===== config.mk =====
export PLATFORM = sky130hd
export DESIGN_NAME = load_ab
export DESIGN_NICKNAME = d
export VERILOG_FILES = /design/src/rtl/load_ab.sv
export SDC_FILE = /design/constraint.sdc
export NUM_CORES = 1
export LEC_CHECK = 0
export CAP_MARGIN = 20
export CORE_ASPECT_RATIO = 1.2
export CORE_MARGIN = 4
export CORE_UTILIZATION = 30
export DETAILED_ROUTE_END_ITERATION = 8
export PLACE_DENSITY = 0.53
export SLEW_MARGIN = 20
export SYNTH_ARGS = -nofsm -noshare
export SYNTH_HDL_FRONTEND = slang
export SYNTH_SLANG_ARGS = --single-unit

===== constraint.sdc =====
create_clock -name clk -period 2.66 [get_ports clk]
set_clock_uncertainty 0.1 [all_clocks]
set_input_delay 0.399 -clock clk [delete_from_list [all_inputs] [get_ports clk]]
set_output_delay 0.399 -clock clk [all_outputs]
set_load 0.01 [all_outputs]

===== src/rtl/load_ab.sv =====
// Snapshot FIFO for the A/B operand registers: packs {A,B} or {B,A} per pos_save
// and drains words toward the host over a show-ahead valid/ready port.
module load_ab #(
   parameter int DEPTH = 4
) (
   input  logic                       clk,
   input  logic                       rst,
   input  logic                       pos_save,
   input  logic                       capture,
   input  logic [3:0]                 data_inA,
   input  logic [3:0]                 data_inB,
   input  logic                       clr_ovf,
   output logic [7:0]                 data_AB_out,
   output logic                       out_valid,
   input  logic                       out_ready,
   output logic                       full,
   output logic                       empty,
   output logic [$clog2(DEPTH):0]     count,
   output logic                       overflow
);

   localparam int AW = $clog2(DEPTH);
   localparam logic [AW:0]   CNT_ONE  = {{AW{1'b0}}, 1'b1};
   localparam logic [AW:0]   CNT_FULL = DEPTH[AW:0];
   localparam logic [AW-1:0] PTR_ONE  = {{(AW-1){1'b0}}, 1'b1};

   logic [7:0]    mem_q [DEPTH];
   logic [AW-1:0] wr_ptr_q, wr_ptr_d;
   logic [AW-1:0] rd_ptr_q, rd_ptr_d;
   logic [AW:0]   count_q, count_d;
   logic          overflow_q, overflow_d;
   logic [7:0]    word;
   logic          pop, push, drop;

   // Handshake: a word transfers on any edge where out_valid & out_ready; while
   // out_valid is high and no transfer occurs, data_AB_out holds its value.
   assign full      = (count_q == CNT_FULL);
   assign empty     = (count_q == '0);
   assign out_valid = ~empty;

   assign word = pos_save ? {data_inA, data_inB} : {data_inB, data_inA};
   assign pop  = out_valid & out_ready;
   assign push = capture & (~full | pop);
   assign drop = capture & full & ~pop;

   always_comb begin
      wr_ptr_d   = wr_ptr_q;
      rd_ptr_d   = rd_ptr_q;
      count_d    = count_q;
      overflow_d = overflow_q;
      if (push) wr_ptr_d = wr_ptr_q + PTR_ONE;
      if (pop)  rd_ptr_d = rd_ptr_q + PTR_ONE;
      if (push && !pop)      count_d = count_q + CNT_ONE;
      else if (pop && !push) count_d = count_q - CNT_ONE;
      // A drop in the same cycle as a clear must leave the flag set.
      if (drop)         overflow_d = 1'b1;
      else if (clr_ovf) overflow_d = 1'b0;
   end

   always_ff @(posedge clk) begin
      if (rst) begin
         wr_ptr_q   <= '0;
         rd_ptr_q   <= '0;
         count_q    <= '0;
         overflow_q <= 1'b0;
      end else begin
         wr_ptr_q   <= wr_ptr_d;
         rd_ptr_q   <= rd_ptr_d;
         count_q    <= count_d;
         overflow_q <= overflow_d;
      end
   end

   // Storage needs no reset: stale entries are unreachable once count is zero.
   always_ff @(posedge clk) begin
      if (push && !rst) mem_q[wr_ptr_q] <= word;
   end

   assign data_AB_out = out_valid ? mem_q[rd_ptr_q] : 8'h00;
   assign count       = count_q;
   assign overflow    = overflow_q;

endmodule


==> reports/qor.yml <==
io_pins: 29
route.antenna.remaining_nets: 0
r2r_setup_slack_ps: 310
final_min_period_over_clock_period_pct: 92.3
first_global_vias: 1171
crit_path_start_kind: "register"
setup_violations: 0
overflow: 0
start_util_pct: 31.6
portbufs: 28
timing.final.max_slew_violations: 0
die_area_um2: 7420
wl_um: 3310
max_clock_freq_mhz: 407
remaining_drc_errors: 0
layout_commonest_cell: "edfxtp_1"
cts_tree: "yes"
distinct_cell_type_count_of_the_synthesized_netlist: 27
hpwl_um: 2390
synth_edf_count: 32
mostFrequentLayoutCells: "edfxtp_1 (32), clkdlybuf4s50_1 (28), dfxtp_1 (10)"
worstSetupEndpointType: "output pin"
groute.usage.overall_pct: 10.2
headroom_to_the_max_slew_limit_pct: 67.5
power.ir.vdd_worst_v: 0.000421
maximum_number_of_pins_on_one_net_before_global_route_repair: 16
timing.critical_path.required_ps: 2160
rsz0062_at_grt: "false"
report.power.total_w: 0.00203
clock_tree.htree_level_count: 2
path_max_fanout: 8
insertedDiodeCount: 0
finalSetupTns_ps: 0
post_cts_setup_buffers: 0
cts.reportedPaths.clkPinSlew_ps: 70
clock-sinks: 42
die_h_um: 93.5
via_count_of_the_routed_design: 1046
timing.critical_path.arrival_ps: 1960
synth-seq-cells: 42
cts_repair_resize_count: 0
grt_antenna_before_repair: 0
cts.root.buffer_cell: "clkbuf_8"
synth_cells: 115
placedCellCount: 225
holdBufCountCts: 0
insertion_delay_ps: 290
cp_slowest_stage_delay_ps: 520
crit_buf_inv: 2
dominantRegCellSynth: "edfxtp_1"
final_period_minus_worst_setup_slack_ps: 2450
crit_path_cell_trace: "buf_4 -> mux4_2 -> nor2b_1 -> clkdlybuf4s50_1"
crit_path_top_delay_cell: "mux4_2"
ys_seq_area_share_pct: 63.5
finish.net_count: 172
yosys_warnings: 0
cts_max_path_buffers: 2
finalHoldViolations: 0
first_pass_iters: 6
floorplan.die.width_um: 79.3
min_path_type: "reg2reg"
syn_avg_cell_area_um2: 15.9
netlist_area_um2: 1830
timing.hold.ws_ps: 382
run_status: "finished, final reports clean"
synthesis.nets: 135
maxCapViolations: 0
total_clock_buffers_created_by_cts: 5
layout_area_growth_over_synthesis_pct: 27.0
layout.cells.non_filler: 233
path_class: "reg2out"
transition_time_of_the_tightest_slew_check_pin_ps: 485
synth-async-reset-ratio_pct: 0
first_pass_grt_wire_length_um: 5690
floorplan.core_area_um2: 5780
avgRoutedWirePerCell_um: 14.2
drt_iter0_markers: 55
gp_congestion: 0.775
p_leak_nw: 0.798
final_layout_size_suffix_gt1_share_pct: 22.2
power_density_nw_per_um2: 872
post_drt_via_cell_ratio: 4.49
num_rows: 30
cpLargestDelayFamily: "buffers and inverters"
-- path summary, 6_finish.rpt --
kind / to / cells past startpoint / from
worst max register to register: count[2]$_SDFFE_PP0P_ / 9 / count[2]$_SDFFE_PP0P_
worst min-delay path: overflow$_SDFFE_PP0P_ / 2 / overflow$_SDFFE_PP0P_
worst max-delay path: data_AB_out[3] / 4 / register
worst min register to register: overflow$_SDFFE_PP0P_ / 2 / overflow$_SDFFE_PP0P_
-- tightest hold or removal path, cell delays in order (launching register included) --
cell and delay, ps:
dfxtp_1 320, nand2b_1 70, a21oi_1 50
-- routing by layer --
layer | track usage [%] | routed length, um | up-vias
met3 | 2.50 | 172 | 6
met2 | 17.6 | 1720 | 29
li1 | - | - | 498
met1 | 11.5 | 1370 | 513
met4 | 5.59 | 51 | 0
met5 | 0 | 0 | -
-- flip-flops by register name, indices dropped and copies added, names as in the netlist, named ones only --
| name | cells |
|---|---|
| rd_ptr_q | 2 |
| wr_ptr_q | 2 |
| mem_q | 32 |
| count | 3 |
| overflow | 1 |
-- where the power goes --
part | internal [W] | switching [W]
clock network | 0.000180 | 0.000195
logic | 0.000462 | 0.000347
registers | 0.000778 | 0.0000624
-- logic make-up (layout without fill, tap and decap cells) --
group           after synthesis  in the layout  share of synthesized area (%)
flops                        42             42                           63.5
buf+inv                      11             49                           2.32
fa+ha+maj                     6              6                           4.51
compound gates                7              7                           2.67
xor+xnor                      3              3                           1.44
mux                          19             19                           16.7
simple gates                 27             27                           8.89
-- layout make-up --
class | count | area, um^2
fill | 577 | 3460
sequential | 42 | 1160
multi-input combinational | 62 | 626
timing repair buffer | 35 | 333
tap | 80 | 100
clock buffer | 6 | 72.6
inverter | 6 | 22.5
clock inverter | 2 | 8.76
-- per-stage QoR --
step | instance area [um^2] | util [%] | setup slack, ps
after global routing | 2320 | 40.2 | 115
final | 2320 | 40.2 | 205
after detailed placement | 2240 | 38.8 | 25.5
after global placement | 2240 | 38.8 | 93.4
after CTS | 2320 | 40.2 | 170
after floorplan | 1830 | - | 412
-- synth_stat cells, types with 2 or more instances --
cell / n / area, um^2
nand2b_1: 3 / 18.8
clkbuf_1: 4 / 15.0
o21ai_0: 2 / 10.0
mux2i_1: 2 / 20.0
inv_1: 5 / 18.8
nor3b_1: 4 / 30.0
mux4_2: 8 / 180
nor2_1: 6 / 22.5
ha_1: 5 / 62.6
nor2b_1: 8 / 50.1
edfxtp_1: 32 / 961
a21oi_1: 3 / 15.0
dfxtp_1: 10 / 200
xor2_1: 3 / 26.3
mux2_2: 8 / 90.1
(Power assumes the default switching activity.)
